$ cat src/rtl/irq_pkg.sv
// Shared types and constants for the interrupt source controller.
// Pending bits: [7:5] div0/mem/decode errors, [4:0] up/down/left/right/centre buttons.
package irq_pkg;

    typedef enum logic [1:0] {StIdle, StReq, StServ, StClr} irq_state_e;

    localparam logic [31:0] CauseDiv0 = 32'd3;
    localparam logic [31:0] CauseMem  = 32'd4;
    localparam logic [31:0] CauseDec  = 32'd5;
    localparam logic [31:0] CauseBtn  = 32'd6;

    localparam logic [31:0] CodeUp     = 32'd1;
    localparam logic [31:0] CodeDown   = 32'd2;
    localparam logic [31:0] CodeLeft   = 32'd3;
    localparam logic [31:0] CodeRight  = 32'd4;
    localparam logic [31:0] CodeCentre = 32'd5;

    localparam int unsigned PendDiv    = 7;
    localparam int unsigned PendMem    = 6;
    localparam int unsigned PendDec    = 5;
    localparam int unsigned PendUp     = 4;
    localparam int unsigned PendDown   = 3;
    localparam int unsigned PendLeft   = 2;
    localparam int unsigned PendRight  = 1;
    localparam int unsigned PendCentre = 0;

    // Priority runs from the top bit down, so the highest set index wins.
    function automatic logic [2:0] prio_sel(input logic [7:0] pend);
        logic [2:0] idx;
        idx = 3'd0;
        for (int i = 0; i < 8; i++) begin
            if (pend[i]) idx = 3'(i);
        end
        return idx;
    endfunction

    function automatic logic [31:0] cause_of(input logic [2:0] idx);
        case (idx)
            3'(PendDiv): return CauseDiv0;
            3'(PendMem): return CauseMem;
            3'(PendDec): return CauseDec;
            default:     return CauseBtn;
        endcase
    endfunction

    function automatic logic [31:0] code_of(input logic [2:0] idx);
        case (idx)
            3'(PendUp):     return CodeUp;
            3'(PendDown):   return CodeDown;
            3'(PendLeft):   return CodeLeft;
            3'(PendRight):  return CodeRight;
            3'(PendCentre): return CodeCentre;
            default:        return 32'd0;
        endcase
    endfunction

endpackage

$ cat src/rtl/irq_source_ctrl_if.sv
// Request/acknowledge handshake between the interrupt source controller and the PCU.
// master is the requester side, slave is the pipeline controller side.
interface irq_source_ctrl_if;
    logic        irq_ack;
    logic        irq_done;
    logic        ovf_clr;
    logic        irq_req;
    logic [31:0] irq_cause;
    logic [31:0] irq_code;
    logic [7:0]  irq_pending;
    logic        irq_ovf;

    modport master (
        input  irq_ack, irq_done, ovf_clr,
        output irq_req, irq_cause, irq_code, irq_pending, irq_ovf
    );

    modport slave (
        output irq_ack, irq_done, ovf_clr,
        input  irq_req, irq_cause, irq_code, irq_pending, irq_ovf
    );
endinterface

$ cat src/rtl/btn_debounce.sv
// Two-flop synchroniser plus consecutive-cycle debounce for one button.
// rise pulses on the same edge the debounced level goes 0->1.
module btn_debounce #(
    parameter int unsigned DEBOUNCE_CYCLES = 16,
    parameter int unsigned CNT_W           = 16
) (
    input  logic clk,
    input  logic rst,
    input  logic btn,
    output logic rise
);

    logic             s1_q, s2_q, deb_q;
    logic [CNT_W-1:0] cnt_q;
    logic             accept;

    // cnt_q counts cycles already seen differing; this edge is the final one.
    assign accept = (s2_q != deb_q) && (cnt_q == CNT_W'(DEBOUNCE_CYCLES - 1));
    assign rise   = accept & s2_q;

    always_ff @(posedge clk) begin
        if (rst) begin
            s1_q  <= 1'b0;
            s2_q  <= 1'b0;
            deb_q <= 1'b0;
            cnt_q <= '0;
        end else begin
            s1_q <= btn;
            s2_q <= s1_q;
            if (s2_q == deb_q) begin
                cnt_q <= '0;
            end else if (accept) begin
                deb_q <= s2_q;
                cnt_q <= '0;
            end else begin
                cnt_q <= cnt_q + 1'b1;
            end
        end
    end

endmodule

$ cat src/rtl/irq_source_ctrl.sv
// Latches button and CPU error events as pending bits and presents them to the PCU
// one prioritised request at a time, holding each until handler completion.
module irq_source_ctrl
    import irq_pkg::*;
#(
    parameter int unsigned DEBOUNCE_CYCLES = 16,
    parameter int unsigned CNT_W           = 16
) (
    input  logic                clk,
    input  logic                rst,
    input  logic                butu,
    input  logic                butd,
    input  logic                butl,
    input  logic                butr,
    input  logic                butc,
    input  logic [3:0]          error,
    irq_source_ctrl_if.master   bus
);

    logic [4:0]  btn_raw, btn_rise;
    logic [3:0]  error_q;
    logic        err_new;
    logic [7:0]  ev, pend_q, pend_d;
    logic        ovf_q, ovf_d;
    irq_state_e  state_q;
    logic [2:0]  sel_q, win;
    logic        req_q, done_q;
    logic [31:0] cause_q, code_q;

    assign btn_raw = {butu, butd, butl, butr, butc};

    for (genvar i = 0; i < 5; i++) begin : gen_deb
        btn_debounce #(
            .DEBOUNCE_CYCLES(DEBOUNCE_CYCLES),
            .CNT_W          (CNT_W)
        ) u_deb (
            .clk (clk),
            .rst (rst),
            .btn (btn_raw[i]),
            .rise(btn_rise[i])
        );
    end

    // A held error code raises a single event; codes above 3 never do.
    assign err_new = (error != error_q);

    always_comb begin
        ev          = '0;
        ev[4:0]     = btn_rise;
        ev[PendDiv] = err_new && (error == 4'd1);
        ev[PendMem] = err_new && (error == 4'd2);
        ev[PendDec] = err_new && (error == 4'd3);
    end

    // A new event for the source being cleared keeps its bit set.
    always_comb begin
        pend_d = pend_q;
        if (state_q == StClr) pend_d[sel_q] = 1'b0;
        pend_d = pend_d | ev;
    end

    always_comb begin
        ovf_d = ovf_q;
        if (|(ev & pend_q)) ovf_d = 1'b1;
        else if (bus.ovf_clr) ovf_d = 1'b0;
    end

    assign win = prio_sel(pend_q);

    always_ff @(posedge clk) begin
        if (rst) begin
            error_q <= '0;
            pend_q  <= '0;
            ovf_q   <= 1'b0;
        end else begin
            error_q <= error;
            pend_q  <= pend_d;
            ovf_q   <= ovf_d;
        end
    end

    always_ff @(posedge clk) begin
        if (rst) begin
            state_q <= StIdle;
            sel_q   <= '0;
            req_q   <= 1'b0;
            cause_q <= '0;
            code_q  <= '0;
            done_q  <= 1'b0;
        end else begin
            done_q <= bus.irq_done;
            unique case (state_q)
                StIdle: begin
                    if (|pend_q) begin
                        state_q <= StReq;
                        sel_q   <= win;
                        req_q   <= 1'b1;
                        cause_q <= cause_of(win);
                        code_q  <= code_of(win);
                    end
                end
                StReq: begin
                    if (bus.irq_ack) begin
                        state_q <= StServ;
                        req_q   <= 1'b0;
                    end
                end
                // Only a fresh rising edge counts, so a stale completion flag is ignored.
                StServ: begin
                    if (bus.irq_done && !done_q) state_q <= StClr;
                end
                StClr: begin
                    state_q <= StIdle;
                    cause_q <= '0;
                    code_q  <= '0;
                end
                default: state_q <= StIdle;
            endcase
        end
    end

    assign bus.irq_req     = req_q;
    assign bus.irq_cause   = cause_q;
    assign bus.irq_code    = code_q;
    assign bus.irq_pending = pend_q;
    assign bus.irq_ovf     = ovf_q;

endmodule

$ cat src/flat_wrapper.sv
// flat-port wrapper written by rule: the top's interface ports become plain ports
module irq_source_ctrl_flat import irq_pkg::*;
#(
    parameter int unsigned DEBOUNCE_CYCLES = 16,
    parameter int unsigned CNT_W           = 16
)
  (clk, rst, butu, butd, butl, butr, butc, error, bus_irq_ack, bus_irq_done, bus_ovf_clr, bus_irq_req, bus_irq_cause, bus_irq_code, bus_irq_pending, bus_irq_ovf);
  irq_source_ctrl_if bus_i ();
  input  logic clk;
  input  logic rst;
  input  logic butu;
  input  logic butd;
  input  logic butl;
  input  logic butr;
  input  logic butc;
  input  logic [3:0] error;
  input wire logic [$bits(bus_i.irq_ack)-1:0] bus_irq_ack;
  input wire logic [$bits(bus_i.irq_done)-1:0] bus_irq_done;
  input wire logic [$bits(bus_i.ovf_clr)-1:0] bus_ovf_clr;
  output wire logic [$bits(bus_i.irq_req)-1:0] bus_irq_req;
  output wire logic [$bits(bus_i.irq_cause)-1:0] bus_irq_cause;
  output wire logic [$bits(bus_i.irq_code)-1:0] bus_irq_code;
  output wire logic [$bits(bus_i.irq_pending)-1:0] bus_irq_pending;
  output wire logic [$bits(bus_i.irq_ovf)-1:0] bus_irq_ovf;
  assign bus_i.irq_ack = bus_irq_ack;
  assign bus_i.irq_done = bus_irq_done;
  assign bus_i.ovf_clr = bus_ovf_clr;
  assign bus_irq_req = bus_i.irq_req;
  assign bus_irq_cause = bus_i.irq_cause;
  assign bus_irq_code = bus_i.irq_code;
  assign bus_irq_pending = bus_i.irq_pending;
  assign bus_irq_ovf = bus_i.irq_ovf;
  irq_source_ctrl #(.DEBOUNCE_CYCLES(DEBOUNCE_CYCLES), .CNT_W(CNT_W)) u_core (.clk(clk), .rst(rst), .butu(butu), .butd(butd), .butl(butl), .butr(butr), .butc(butc), .error(error), .bus(bus_i));
endmodule
$ cat config.mk
export PLATFORM = sky130hd
export DESIGN_NAME = irq_source_ctrl_flat
export DESIGN_NICKNAME = d
export VERILOG_FILES = /design/src/rtl/irq_pkg.sv /design/src/rtl/irq_source_ctrl_if.sv /design/src/rtl/btn_debounce.sv /design/src/rtl/irq_source_ctrl.sv /design/src/flat_wrapper.sv
export SDC_FILE = /design/constraint.sdc
export NUM_CORES = 1
export LEC_CHECK = 0
export CAP_MARGIN = 40
export CORE_UTILIZATION = 33
export CTS_BUF_LIST = sky130_fd_sc_hd__clkbuf_4
export DETAILED_ROUTE_END_ITERATION = 10
export PLACE_DENSITY_LB_ADDON = 0.2
export SYNTH_ARGS = -nofsm -noshare
export SYNTH_HDL_FRONTEND = slang
export SYNTH_HIERARCHICAL = 1
export SYNTH_SLANG_ARGS = --single-unit
$ cat constraint.sdc
create_clock -name clk -period 1.94 [get_ports clk]
set_input_delay 0.582 -clock clk [delete_from_list [all_inputs] [get_ports clk]]
set_output_delay 0.582 -clock clk [all_outputs]
set_load 0.01 [all_outputs]
======== Yosys cells after proc, flatten, opt, wreduce, memory -nomap -nowiden ========
Cells that the tools add are included.
storage, ports and cells
  register bits ........................... 179
  output and inout port bits .............. 74
  word-level logic and storage cells ...... 139
  input bits .............................. 14
cells by class
  reduce and logical (&&, ||, !) cells .... 32
  order comparisons ....................... 2
  add/sub/neg operators ................... 5
  bitwise gates (word level) .............. 14
  eq/ne operators ......................... 32
  muxes and demuxes ....................... 25
operators by type and width
  cell                                                  number
  case mux 32 bit (2 select lines)                      2
  adder 16 x 1 -> 16 bit, second input constant         5
  equality test 16 x 4 -> 1 bit, second input constant  5
  two-way mux 32 bit                                    2
  bitwise AND 8 bit                                     2
  OR reduction 8 bit                                    2
  case mux 3 bit (5 select lines)                       1
  OR reduction 3 bit                                    5
  AND reduction 2 bit                                   7
  equality test 3 bit, second input constant            4
  two-way mux 3 bit                                     4
  logical AND 1 bit                                     10
  two-way mux 2 bit                                     5
  case mux 3 bit (3 select lines)                       1
  equality test 4 x 2 -> 1 bit, second input constant   2
  two-way mux 8 bit                                     1
  inverter 8 bit                                        1
  OR 8 bit                                              1
  case mux 2 bit (4 select lines)                       1
  equality test 3 x 2 -> 1 bit, second input constant   2
  two-way mux 1 bit                                     6
  AND reduction 3 bit                                   2
  nonzero test 2 bit                                    3
  bitwise AND 1 bit                                     5
  17 further kinds                                      31

======== Longest topological paths before layout ========
Gate-level depths: netlist of run 1.
  depth after elaboration ................. 11
  gate-level depth with buffers ........... 8

======== Hierarchy ========
Netlist of run 1, hierarchy kept.
by module, submodules not included
  module           area an instance (um^2)  sequential area each (um^2)  instances  cells an instance
  btn_debounce     820.8                    380.4                        5          88
  irq_source_ctrl  1657.8                   520.5                        1          203

======== Worst setup path before layout of run 1 ========
No wires, ideal clock.
  kind .................................... register -> register
  start point ............................. register u_core.gen_deb[4].u_deb.cnt_q[0]
  end point ............................... register u_core.ovf_q, in the netlist u_core/bus.irq_ovf
  path buffers ............................ 0
  setup slack ............................. 0.212 ns
  cell stages (with the launch flop) ...... 9
  data required time ...................... 1.859 ns
  data arrival time ....................... 1.647 ns
  cells stage by stage .................... dfxtp_1 > ha_1 > nand3_2 > nand4b_1 > nor3b_1 > nand2_1 > o21ai_0 > a221oi_1 > a41oi_1
on the way
  longest elaborated chain between the ends .. 6
ends and longest elaborated chain
  what                                                            RTL line               text
  from (decl)                                                     btn_debounce.sv:14     logic [CNT_W-1:0] cnt_q;
  from (signal assigned)                                          btn_debounce.sv:36     cnt_q <= cnt_q + 1'b1;
  equality test 16 x 4 -> 1 bit (*)                               btn_debounce.sv:18     assign accept = (s2_q != deb_q) && (cnt_q == CNT_W'(DEBOUNCE_CYCLES - 1));
  logical AND 1 bit (*)                                           btn_debounce.sv:18
  bitwise AND 1 bit (*)                                           btn_debounce.sv:19     assign rise = accept & s2_q;
  named net u_core.btn_rise[4]                                    irq_source_ctrl.sv:20  logic [4:0] btn_raw, btn_rise;
  bitwise AND 8 bit (*)                                           irq_source_ctrl.sv:64  if (|(ev & pend_q)) ovf_d = 1'b1;
  OR reduction 8 bit (*)                                          irq_source_ctrl.sv:64
  two-way mux 1 bit / nonzero test 2 bit (equally long branches)  -
  to (signal assigned)                                            irq_source_ctrl.sv:78  ovf_q <= ovf_d;
  to (decl)                                                       irq_source_ctrl.sv:24  logic ovf_q, ovf_d;
The timed path passes the listed nets; every way through them passes the cells marked *.
A chain may end at the register's enable or synchronous reset.

======== Final worst setup path of run 1 ========
  start point ............................. register u_core.pend_q[5], in the netlist u_core/bus.irq_pending[5]
  end point ............................... output bus_irq_pending[5]
RTL lines
  what                    RTL line               text
  from (decl)             irq_source_ctrl.sv:23  logic [7:0] ev, pend_q, pend_d;
  from (signal assigned)  irq_source_ctrl.sv:77  pend_q <= pend_d;
  to (decl)               flat_wrapper.sv:23     output wire logic [$bits(bus_i.irq_pending)-1:0] bus_irq_pending;
No word-level cell between the ends.

==> results of run 1 <==
cells in the final DEF, fill, tap and decap left out, drive strengths merged, types with 12 or more instances in the layout:
master and n:
a21oi 13, dfxtp 121, clkbuf 18, conb 58, clkdlybuf4s50 12, nor3 24, nor2 113, dlygate4sd2 16
nor4 47, nand4 17, inv 24, nor2b 16, xnor2 71, nand3 29, buf 24, nand2 29
flip-flops by register name (all words and copies together), names as in the netlist, 2 cells and up:
signal	count
u_core/gen_deb.u_deb/cnt_q	80
u_core/bus.irq_pending	8
u_core/gen_deb.u_deb/deb_q	5
u_core/gen_deb.u_deb/s1_q	5
u_core/gen_deb.u_deb/s2_q	5
u_core/error_q	4
u_core/bus.irq_cause	3
u_core/bus.irq_code	3
u_core/sel_q	3
u_core/state_q	2
power by group through the flow:
| stage | clock (W) | combinational (W) | sequential, W |
|---|---|---|---|
| after floorplan | 0 | 0.000479 | 0.00266 |
| after detailed placement | 0 | 0.000575 | 0.00267 |
| after global routing | 0.00196 | 0.000638 | 0.00262 |
| after global placement | 0 | 0.000566 | 0.00267 |
| final | 0.00176 | 0.000561 | 0.00261 |
| after CTS | 0.00184 | 0.000565 | 0.00261 |
per-stage QoR:
| stage | TNS (ns) | worst slack, ns | utilization [%] | std cells | area, um2 |
|---|---|---|---|---|---|
| after floorplan | 0 | 0.212 | - | 700 | 5980 |
| after global placement | -0.350 | -0.137 | 36.8 | 905 | 6190 |
| after detailed placement | -0.424 | -0.167 | 36.8 | 905 | 6190 |
| after CTS | 0 | 0.0592 | 38.4 | 936 | 6460 |
| after global routing | 0 | 0.0174 | 38.5 | 936 | 6470 |
| final | 0 | 0.114 | 38.5 | 936 | 6470 |
per-layer routing:
| metal | track usage [%] | vias to the layer above |
|---|---|---|
| met5 | 0 | - |
| met4 | 4.87 | 0 |
| met3 | 4.54 | 11 |
| met2 | 21.8 | 107 |
| met1 | 16.7 | 2046 |
| li1 | - | 2214 |
cells by family (layout without fill, tap and decap cells):
family / after synthesis / count (layout)
multiplexers: 5 / 5
other: 1 / 58
flip-flops: 121 / 121
XOR/XNOR: 76 / 76
AND/OR/NAND/NOR: 300 / 300
adder cells (fa/ha/maj): 10 / 10
buffers and inverters: 91 / 107
AO/OA/AOI/OAI: 39 / 39
what timing repair did:
item                                    in CTS  in global routing
endpoints found under the setup margin      16                  1
hold buffers                                 0                  0
resized for setup                           27                  2
path summary, 6_finish.rpt:
| check | endpoint | slack [ns] | depth (start not counted) |
|---|---|---|---|
| max | bus_irq_pending[5] | 0.11 | 1 |
| min | u_core/gen_deb[1].u_deb/s2_q | 0.45 | 1 |
| max reg2reg | u_core/bus.irq_ovf | 0.14 | 8 |
| min reg2reg | u_core/gen_deb[1].u_deb/s2_q | 0.45 | 1 |
cell type report:
| class | count | area, um2 |
|---|---|---|
| Clock buffer | 18 | 135 |
| Clock inverter | 13 | 135 |
| Fill cell | 1729 | 10300 |
| Inverter | 24 | 90.1 |
| Multi-Input combinational cell | 488 | 2960 |
| Sequential cell | 121 | 2440 |
| Tap cell | 220 | 275 |
| Timing Repair Buffer | 52 | 438 |
==> results.txt, run 1 <==
The flow ran to the end, and the final reports show no timing, DRC or antenna violations. The starting density of the core is 34.3%, and the mean area per synthesized cell is 8.96 um2. The switching part of the total came out at 26.3%. The master of the slowest instance on the critical path was sky130_fd_sc_hd__dfxtp_2.

The proportion of synthesized flip-flops having asynchronous set or reset is 0%. The number of ports placed on the die boundary is 88, and the final worst hold slack is 0.446 ns. For the count of final setup violators, the log shows 0. The switching power of the nets is 0.00130 W. STA classifies the critical path startpoint as a flop. The via total after detailed routing is 4378, and the synthesized instance count is 643. The initial antenna violation count is 0. The startpoint identified for the worst hold timing path is u_core/gen_deb[1].u_deb/s1_q. Max-slew violation total from the final report: 0. The total global routing overflow came out at 0.

The clock arrives with 0.0214 ns of skew. The logs give 0.00493 W for the overall power and 52.9% for the part of the total power dissipated in sequential elements. The critical path goes through dlygate4sd2_1.

The fraction of synthesized cell area in xor and xnor cells was 11.6%. Counting flops and latches in the post-synthesis netlist gives 121. In the final routed layout, each cell accounts on average for 12.1 um. The number of buffers and inverters on the critical path is 1. Buffers placed on the I/O ports in this run total 29. The run gives 121 as the clock sink count. Among all cell types in the netlist, the one instantiated most often is sky130_fd_sc_hd__dfxtp_1. The clock passes through at most 2 buffers.

Sequential elements use 42.0% of the synthesized area. The required time of the critical path is 1.36 ns. By count the netlist is led by 121 x sky130_fd_sc_hd__dfxtp_1, 98 x sky130_fd_sc_hd__nor2_1, 71 x sky130_fd_sc_hd__xnor2_1. The tree is rooted in a sky130_fd_sc_hd__clkbuf_4.

Of the total synthesized cell area, the portion taken by full adders, half adders and majority gates is 2.17%. The number of violations reported at the end of detailed-routing iteration 0 is 211, and the critical-path maximum fanout is 5. The share of the synthesized area in the top cell type is 42.0%.

By area the synthesized netlist is led by sky130_fd_sc_hd__dfxtp_1 42%, sky130_fd_sc_hd__xnor2_1 11%, sky130_fd_sc_hd__buf_4 7.6%. After legalization and detailed placement, the total HPWL measured 8.06 mm. The tools report the layout net count as 728. The cell type contributing the most total cell area after synthesis is sky130_fd_sc_hd__dfxtp_1.

Summing the areas of all compound-gate instances in the mapped netlist gives 4.45% of the synthesized area. For this run, design rule violations remaining after detail routing come to 0. The tool flagged a number of max-cap violations equal to 0.

The first detailed-routing pass ran for 4 iterations. The tools report the internal power contribution as 0.00364 W. Summing the areas of all and, or, nand and nor instances in the mapped netlist gives 28.4% of the synthesized area. The total clock buffers created by CTS is 17, and the standard-cell row count is 47.

In this run the remaining antenna-violating nets after routing total 0. The logs give 18000 um2 for the area of the die and 2.23 nW for the leakage power. For the count of cell types in the netlist, the log shows 47.

The final period utilization was 94.1%. After clock tree synthesis, the setup repair step added 0 buffers. The chip width works out to 134 um. Worst setup path startpoint: u_core/bus.irq_pending[5]. In the routed layout, each cell is associated on average with a via count of 4.68. After detailed routing, the met3 layer carries 571 um of wire.

TritonCTS built the clock tree. The number of levels the H-tree was split into came out at 4. The part of the total power dissipated in the clock network is 35.7%.

The top routing layer in use was met4. Layout overhead on the synthesized area: 12.3%. STA classifies the critical path endpoint as a primary output. In this design, the stage delay of the slowest critical-path cell is 0.41 ns. Clock-pin slew was measured on the worst setup and hold paths at 0.11 ns. The most used flip-flop cell after synthesis is sky130_fd_sc_hd__dfxtp_1.

Data arrives at the worst endpoint at 1.24 ns. Cells with a size suffix above 1 make up 14.1% of the layout. The first global-routing pass estimated 19.5 mm of wire.

The run gives 11.4% as the power share of the combinational group. In this design, the largest share of critical-path delay is due to flip-flops. From bottom edge to top edge, the die measures 134 um. The tools report the largest vdd supply drop as 0.462 mV. The logs give 13.5% for the total track usage and 0 for the number of hold violations in the final report. Wire segments on met2 add up to 5.44 mm in the final route. The routed length on met1 was 5.23 mm; the multiplexer fraction of the synthesized cell area was 0.869%. The synthesized netlist occupies a cell area of 5760 um2. The worst min-delay path class is reg -> reg. Summed over all layers, the routed wires come to 11.4 mm. The startpoint of the worst-slack reg-to-reg timing path was u_core/gen_deb[4].u_deb/cnt_q[1].

For this run, the number of Yosys warnings is 6. After synthesis, the largest family of logic cells by area is simple AND/OR/NAND/NOR gates. The clock reaches the later pin of the worst-skew pair after 0.53 ns. The total power density per cell area works out to 762 nW/um2.

The path type of the worst setup path was reg -> out. The total area inside the core boundary comes to 16800 um2. 0 antenna diodes ended up in the layout. At the end of routability-driven placement, the weighted congestion stood at 0.819. Setup repair after global routing left no endpoint under its margin. The final period demand of the worst path was 1.83 ns. Counting flops with a built-in enable in the synthesized netlist gives 0. Derived from the worst setup path, the maximum achievable clock frequency is 548 MHz.

The via count of the first global-routing pass came out at 4160. Maximum number of pins on one net before global-route repair: 21.
No activity file was read; power rests on OpenSTA's default activity.
==> run 2: changes to the inputs <==
--- a/config.mk
+++ b/config.mk
@@ -8,7 +8,9 @@
 export CAP_MARGIN = 40
 export CORE_UTILIZATION = 33
 export CTS_BUF_LIST = sky130_fd_sc_hd__clkbuf_4
+export CTS_CLUSTER_DIAMETER = 50
 export DETAILED_ROUTE_END_ITERATION = 10
+export MAX_ROUTING_LAYER = met4
 export PLACE_DENSITY_LB_ADDON = 0.2
 export SYNTH_ARGS = -nofsm -noshare
 export SYNTH_HDL_FRONTEND = slang
==> results.txt, run 2 (synthesis gave the netlist of run 1 again) <==
The routed length per instance came out at 12.1 um (about the same). The total power density per cell area was 761 nW/um2 (was 762 nW/um2); the maximum clock skew at final layout was 0.0216 ns (was 0.0214 ns). The path type of the worst setup path was reg -> out (unchanged).

The layout net count is 728 (unchanged). For the number of maximum-capacitance violations, the log shows 0 (unchanged). Commonest cells after routing, fill and taps aside: 113 x sky130_fd_sc_hd__dfxtp_1, 98 x sky130_fd_sc_hd__nor2_1, 71 x sky130_fd_sc_hd__xnor2_1 (unchanged). Via total after detailed routing: 4364 (was 4378). Setup repair after global routing left no endpoint under its margin. The maximum number of pins on one net before global-route repair is 21 (unchanged).

The flow ran to the end, and the final reports show no timing, DRC or antenna violations. For the standard-cell row count, the log shows 47 (unchanged). The worst min-delay path class is reg -> reg (unchanged). The total clock buffers created by CTS is 17 (unchanged), and the leakage power is 2.23 nW (unchanged). The run gives 1.36 ns (about the same) as the required time of the critical path.

Cells traversed along the worst timing path: dlygate4sd2_1 (unchanged). The tools report the starting density of the core as 34.3% (unchanged). Worst setup path startpoint: u_core/bus.irq_pending[5] (unchanged). The logs give 0 (unchanged) for the initial antenna violation count and 11.3 mm (was 11.4 mm) for the total detailed-routing wirelength. Largest vdd supply drop: 0.463 mV (was 0.462 mV). The master of the slowest instance on the critical path is sky130_fd_sc_hd__dfxtp_2 (unchanged). The run gives 8.06 mm (unchanged) as the total half-perimeter wirelength after legalization and detailed placement. The run gives 6190 um2 (unchanged) as the area of placed instances. The tools report the nature of the critical path endpoint as a primary output (unchanged). The max-slew violation total from the final report was 0 (unchanged); the final worst hold slack was 0.446 ns (about the same).

The end point of the critical path was bus_irq_pending[5] (unchanged). The number of gates on the worst path with buffers counted is 1 (unchanged). Category of cells accounting for the largest share of critical-path delay: flip-flops (unchanged).

The tools report the weighted congestion reported at the end of routability-driven placement as 0.831 (was 0.819). The startpoint of the worst-slack reg-to-reg timing path is u_core/gen_deb[4].u_deb/cnt_q[1] (unchanged). The number of buffers and inverters on the critical path came out at 1 (unchanged). The number of violations reported at the end of detailed-routing iteration 0 is 192 (was 211). The share of cells above drive strength 1 was 14.1% (unchanged); the clock sink count was 121 (unchanged).

The via count of the first global-routing pass was 4163 (was 4160); the layout overhead on the synthesized area was 12.3% (unchanged). The reg-to-reg endpoint was u_core/bus.irq_ovf (unchanged). The detailed-route DRC error count is 0 (unchanged), and the maximum number of buffers from clock root to sink is 2 (unchanged). TritonCTS built the clock tree.

The logs give 4 (unchanged) for the number of levels the H-tree was split into and 0 (unchanged) for the count of hold buffers inserted by post-cts repair. The buffers inserted during post-CTS setup optimization was 0 (unchanged). Logic depth of the worst register-to-register path: 8 (unchanged). The final period demand of the worst path is 1.82 ns (was 1.83 ns). The tools report the area of the die as 18000 um2 (unchanged). The critical-path maximum fanout is 5 (unchanged). The most flop-heavy register is u_core/gen_deb.u_deb/cnt_q (unchanged).

The clock root buffer master is sky130_fd_sc_hd__clkbuf_4 (unchanged). Post-detailed-route count of antenna-violating nets: 0 (unchanged). Number of hold violations in the final report: 0 (unchanged).

Kind of start point of the critical path: a flop (unchanged). For the signal arrival time at the worst endpoint, the log shows 1.24 ns (about the same). Total global routing overflow: 0 (unchanged). The most common cell after layout, fill and taps aside is sky130_fd_sc_hd__dfxtp_1 (unchanged). The run gives 0.52 ns (was 0.53 ns) as the clock latency on the worst-skew pair. The clock slew seen by the registers of the worst setup and hold paths was 0.11 ns (about the same); the pre-CTS setup slack was -0.167 ns (unchanged). The number of antenna repair diodes was 0 (unchanged); the average via count per standard cell was 4.66 (was 4.68). The tools report the count of final setup violators as 0 (unchanged). For the total track usage, the log shows 13.9% (was 13.5%). The number of buffers inserted by port buffering works out to 29 (unchanged).

The post-route worst setup slack is 0.121 ns (was 0.114 ns). The fraction of the core area covered by cells at the end of the flow was 38.5% (unchanged); the number of ports placed on the die boundary was 88 (unchanged). The die boundary height came out at 134 um (unchanged). The longest individual stage delay on the worst path is 0.41 ns (about the same). The logs give 0.15 ns (was 0.14 ns) for the reg2reg setup slack and 16800 um2 (unchanged) for the core box area. Global-route wire length before repair: 19.5 mm (about the same).

The final period utilization was 93.7% (was 94.1%); the final non-filler cell area was 6470 um2 (unchanged). The length of the first detailed-routing pass in iterations is 4 (unchanged), and the chip width is 134 um (unchanged). The achievable clock frequency is 550 MHz (was 548 MHz), and the flip-flop count of the largest register, all copies and words added is 80 (unchanged). The quantity of gates resized following cts came out at 27 (unchanged).
[run 2: cell counts in the layout (fill, tap and decap cells not counted)]
No cell type changed its count.
[run 2: worst min path at each step]
stage	start	to	cells after the start	slack, ns
floorplan	u_core/gen_deb[0].u_deb/s1_q	u_core/gen_deb[0].u_deb/s2_q	1	0.41
global placement	u_core/gen_deb[1].u_deb/s1_q	u_core/gen_deb[1].u_deb/s2_q	1	0.42
detailed placement	u_core/gen_deb[1].u_deb/s1_q	u_core/gen_deb[1].u_deb/s2_q	1	0.42
CTS	rst	u_core/done_q	2	0.42
global route	rst	u_core/done_q	2	0.45
finish	u_core/gen_deb[1].u_deb/s1_q	u_core/gen_deb[1].u_deb/s2_q	1	0.45
[run 2: metal layers]
metal  routed length [um]  share of wire (%)  track usage (%)  vias up
li1                     -                  -                -     2212
met1                 5170                 46             16.8     2023
met2                 5460                 48             21.8      120
met3                  614                5.4             4.46        9
met4                  102               0.90             4.87        0
met5                    0                  0                -        -
[run 2: area by class of cell]
type	instances	area (um2)
flip-flops and latches	121	2440
clock buffers	18	135
clock inverters	13	135
inverters	24	90.1
fillers	1729	10300
well taps	220	275
multi-input cells	488	2960
repair buffers	52	438
[run 2: power by group]
group / internal (W) / switching, W
logic: 0.000221 / 0.000340
registers: 0.00255 / 0.0000607
clock network: 0.000868 / 0.000892
[run 2: through the flow]
step,instances,TNS (ns),total power [W]
4_1_cts,936,0,0.00502
2_1_floorplan,700,0,0.00314
3_5_place_dp,905,-0.424,0.00324
3_3_place_gp,905,-0.350,0.00323
5_1_grt,936,0,0.00522
6_report,936,0,0.00493
==> run 3: changes to the inputs <==
--- a/config.mk
+++ b/config.mk
@@ -6,9 +6,8 @@
 export NUM_CORES = 1
 export LEC_CHECK = 0
 export CAP_MARGIN = 40
-export CORE_UTILIZATION = 33
+export CORE_UTILIZATION = 40
 export CTS_BUF_LIST = sky130_fd_sc_hd__clkbuf_4
-export CTS_CLUSTER_DIAMETER = 50
 export DETAILED_ROUTE_END_ITERATION = 10
 export MAX_ROUTING_LAYER = met4
 export PLACE_DENSITY_LB_ADDON = 0.2
==> results.txt, run 3 (synthesis gave the netlist of run 1 again) <==
The run finished with clean final reports. The number of violations reported at the end of detailed-routing iteration 0 was 226 (was 192). The share of cells above drive strength 1 works out to 14.1% (about the same). Most flop-heavy register: u_core/gen_deb.u_deb/cnt_q (unchanged). The area of placed instances came out at 6100 um2 (was 6190 um2). The via total after detailed routing was 4290 (was 4364); the number of gates on the worst path with buffers counted was 1 (unchanged). The post-detailed-route count of antenna-violating nets came out at 0 (unchanged). The signal arrival time at the worst endpoint was 1.21 ns (was 1.24 ns). The part of the total power dissipated in sequential elements is 55.2% (was 52.9%). Layout overhead on the synthesized area: 10.6% (was 12.3%). The tools report the internal power contribution as 0.00339 W (was 0.00364 W). Setup repair after global routing left no endpoint under its margin.

The tools report the via count of the first global-routing pass as 3987 (was 4163). TritonCTS built the clock tree. Maximum number of pins on one net before global-route repair: 24 (was 21).

The run gives 559 MHz (was 550 MHz) as the achievable clock frequency. The pre-CTS setup slack was -0.153 ns (was -0.167 ns); the reg2reg setup slack was 0.18 ns (was 0.15 ns). Global-route wire length before repair: 17.8 mm (was 19.5 mm). The nature of the critical path endpoint was a primary output (unchanged). The logs give 0 ns (unchanged) for the sum of negative setup slack and 5 (was 4) for the length of the first detailed-routing pass in iterations. The die boundary height is 122 um (was 134 um), and the routed length per instance is 11.4 um (was 12.1 um). Average via count per standard cell: 4.81 (was 4.66). Max-slew violation total from the final report: 0 (unchanged). The worst min-delay path class is in -> reg (was reg -> reg).

The tools report the end point of the critical path as bus_irq_pending[2] (was bus_irq_pending[5]). The logic depth of the worst register-to-register path works out to 6 (was 8). Master of the slowest instance on the critical path: sky130_fd_sc_hd__dfxtp_2 (unchanged). The number of maximum-capacitance violations is 0 (unchanged), and the post-route worst setup slack is 0.150 ns (was 0.121 ns). The tools report the leakage power as 2.17 nW (was 2.23 nW). The tools report the part of the total power dissipated in the clock network as 33.0% (was 35.7%). Kind of start point of the critical path: a flop (unchanged). The reg-to-reg endpoint was u_core/bus.irq_ovf (unchanged). The total global routing overflow came out at 0 (unchanged). The clock slew seen by the registers of the worst setup and hold paths was 0.10 ns (was 0.11 ns). The critical-path maximum fanout came out at 6 (was 5). The total power density per cell area was 740 nW/um2 (was 761 nW/um2).

The run gives 11.7% (was 11.4%) as the power share of the combinational group. The category of cells accounting for the largest share of critical-path delay was flip-flops (unchanged). The total track usage came out at 15.3% (was 13.9%). The maximum clock skew at final layout is 0.0189 ns (was 0.0216 ns), and the chip width is 122 um (was 134 um). Flip-flop count of the largest register, all copies and words added: 80 (unchanged).

Cells traversed along the worst timing path: dlygate4sd2_1 (unchanged). The run gives 0.51 ns (was 0.52 ns) as the clock latency on the worst-skew pair. The number of buffers inserted by port buffering was 29 (unchanged).

The buffers inserted during post-CTS setup optimization came out at 0 (unchanged). The largest vdd supply drop came out at 0.460 mV (was 0.463 mV). The total half-perimeter wirelength after legalization and detailed placement is 7.24 mm (was 8.06 mm).

The number of buffers and inverters on the critical path is 1 (unchanged), and the number of levels the H-tree was split into is 4 (unchanged). The fraction of the core area covered by cells at the end of the flow is 45.5% (was 38.5%), and the final non-filler cell area is 6370 um2 (was 6470 um2). The required time of the critical path is 1.36 ns (about the same). The switching part of the total was 28.0% (was 26.2%); the number of hold violations in the final report was 0 (unchanged). For the standard-cell row count, the log shows 43 (was 47). The final period utilization came out at 92.3% (was 93.7%). Path type of the worst setup path: reg -> out (unchanged). The total detailed-routing wirelength is 10.2 mm (was 11.3 mm). Startpoint of the worst-slack reg-to-reg timing path: u_core/gen_deb[3].u_deb/cnt_q[0] (was u_core/gen_deb[4].u_deb/cnt_q[1]). The tools report the clock root buffer master as sky130_fd_sc_hd__clkbuf_4 (unchanged). The tools report the worst setup path startpoint as u_core/bus.irq_pending[2] (was u_core/bus.irq_pending[5]).

The total clock buffers created by CTS is 17 (unchanged). The count of hold buffers inserted by post-cts repair was 0 (unchanged); the initial antenna violation count was 1 (was 0). The run gives 88 (unchanged) as the number of ports placed on the die boundary. Detailed-route DRC error count: 0 (unchanged). The longest individual stage delay on the worst path is 0.41 ns (about the same). Core box area: 14000 um2 (was 16800 um2).

Commonest cells after routing, fill and taps aside: 114 x sky130_fd_sc_hd__dfxtp_1, 98 x sky130_fd_sc_hd__nor2_1, 71 x sky130_fd_sc_hd__xnor2_1 (was 113 x sky130_fd_sc_hd__dfxtp_1, 98 x sky130_fd_sc_hd__nor2_1, 71 x sky130_fd_sc_hd__xnor2_1). For the layout net count, the log shows 721 (was 728). The most common cell after layout, fill and taps aside was sky130_fd_sc_hd__dfxtp_1 (unchanged).

For the clock sink count, the log shows 121 (unchanged). The weighted congestion reported at the end of routability-driven placement came out at 0.815 (was 0.831). The final period demand of the worst path is 1.79 ns (was 1.82 ns), and the starting density of the core is 41.2% (was 34.3%).

The switching power of the nets was 0.00132 W (was 0.00129 W). The count of final setup violators is 0 (unchanged), and the maximum number of buffers from clock root to sink is 2 (unchanged). The area of the die came out at 14900 um2 (was 18000 um2).
## run 3: worst min-delay path by stage
stage / from / end / slack (ns) / cells past startpoint
detailed placement: u_core/gen_deb[1].u_deb/s1_q / u_core/gen_deb[1].u_deb/s2_q / 0.43 / 1
global placement: u_core/gen_deb[1].u_deb/s1_q / u_core/gen_deb[1].u_deb/s2_q / 0.43 / 1
CTS: rst / u_core/bus.irq_pending[0] / 0.37 / 3
floorplan: u_core/gen_deb[0].u_deb/s1_q / u_core/gen_deb[0].u_deb/s2_q / 0.41 / 1
finish: rst / u_core/done_q / 0.43 / 3
global route: rst / u_core/sel_q[2] / 0.39 / 3
## run 3: repair_timing
action | in CTS | in global routing
pin swaps | 0 | 0
endpoints found under the setup margin | 16 | 1
resized for setup | 27 | 4
## run 3: worst min-delay path, stage by stage
cell                     delay, ns
sky130_fd_sc_hd__buf_2        0.11
sky130_fd_sc_hd__buf_12       0.16
sky130_fd_sc_hd__nor2_1       0.05
## run 3: cell type report
class	instances	area [um2]
Antenna cell	1	2.50
Clock buffer	18	135
Clock inverter	14	109
Fill cell	1397	7620
Inverter	24	90.1
Multi-Input combinational cell	488	2970
Sequential cell	121	2440
Tap cell	180	225
Timing Repair Buffer	45	398
## run 3: per-layer routing
layer | track usage [%] | vias up | wire length [um]
met5 | - | - | 0
met4 | 6.40 | 0 | 152
met3 | 4.07 | 15 | 406
met2 | 23.6 | 92 | 4680
met1 | 18.9 | 1972 | 4940
li1 | - | 2211 | -
## run 3: power groups by stage
stage | Sequential [W] | Combinational (W) | Clock, W
CTS | 0.00260 | 0.000555 | 0.00164
detailed placement | 0.00266 | 0.000567 | 0
finish | 0.00260 | 0.000553 | 0.00156
global route | 0.00261 | 0.000627 | 0.00174
floorplan | 0.00266 | 0.000479 | 0
global placement | 0.00266 | 0.000560 | 0
## run 3: stage by stage
step / power, W / std cells / hold WS (ns)
final: 0.00471 / 891 / 0.431
after floorplan: 0.00314 / 700 / 0.414
after detailed placement: 0.00323 / 858 / 0.433
after global placement: 0.00322 / 858 / 0.425
after CTS: 0.00480 / 890 / 0.375
after global routing: 0.00499 / 891 / 0.386
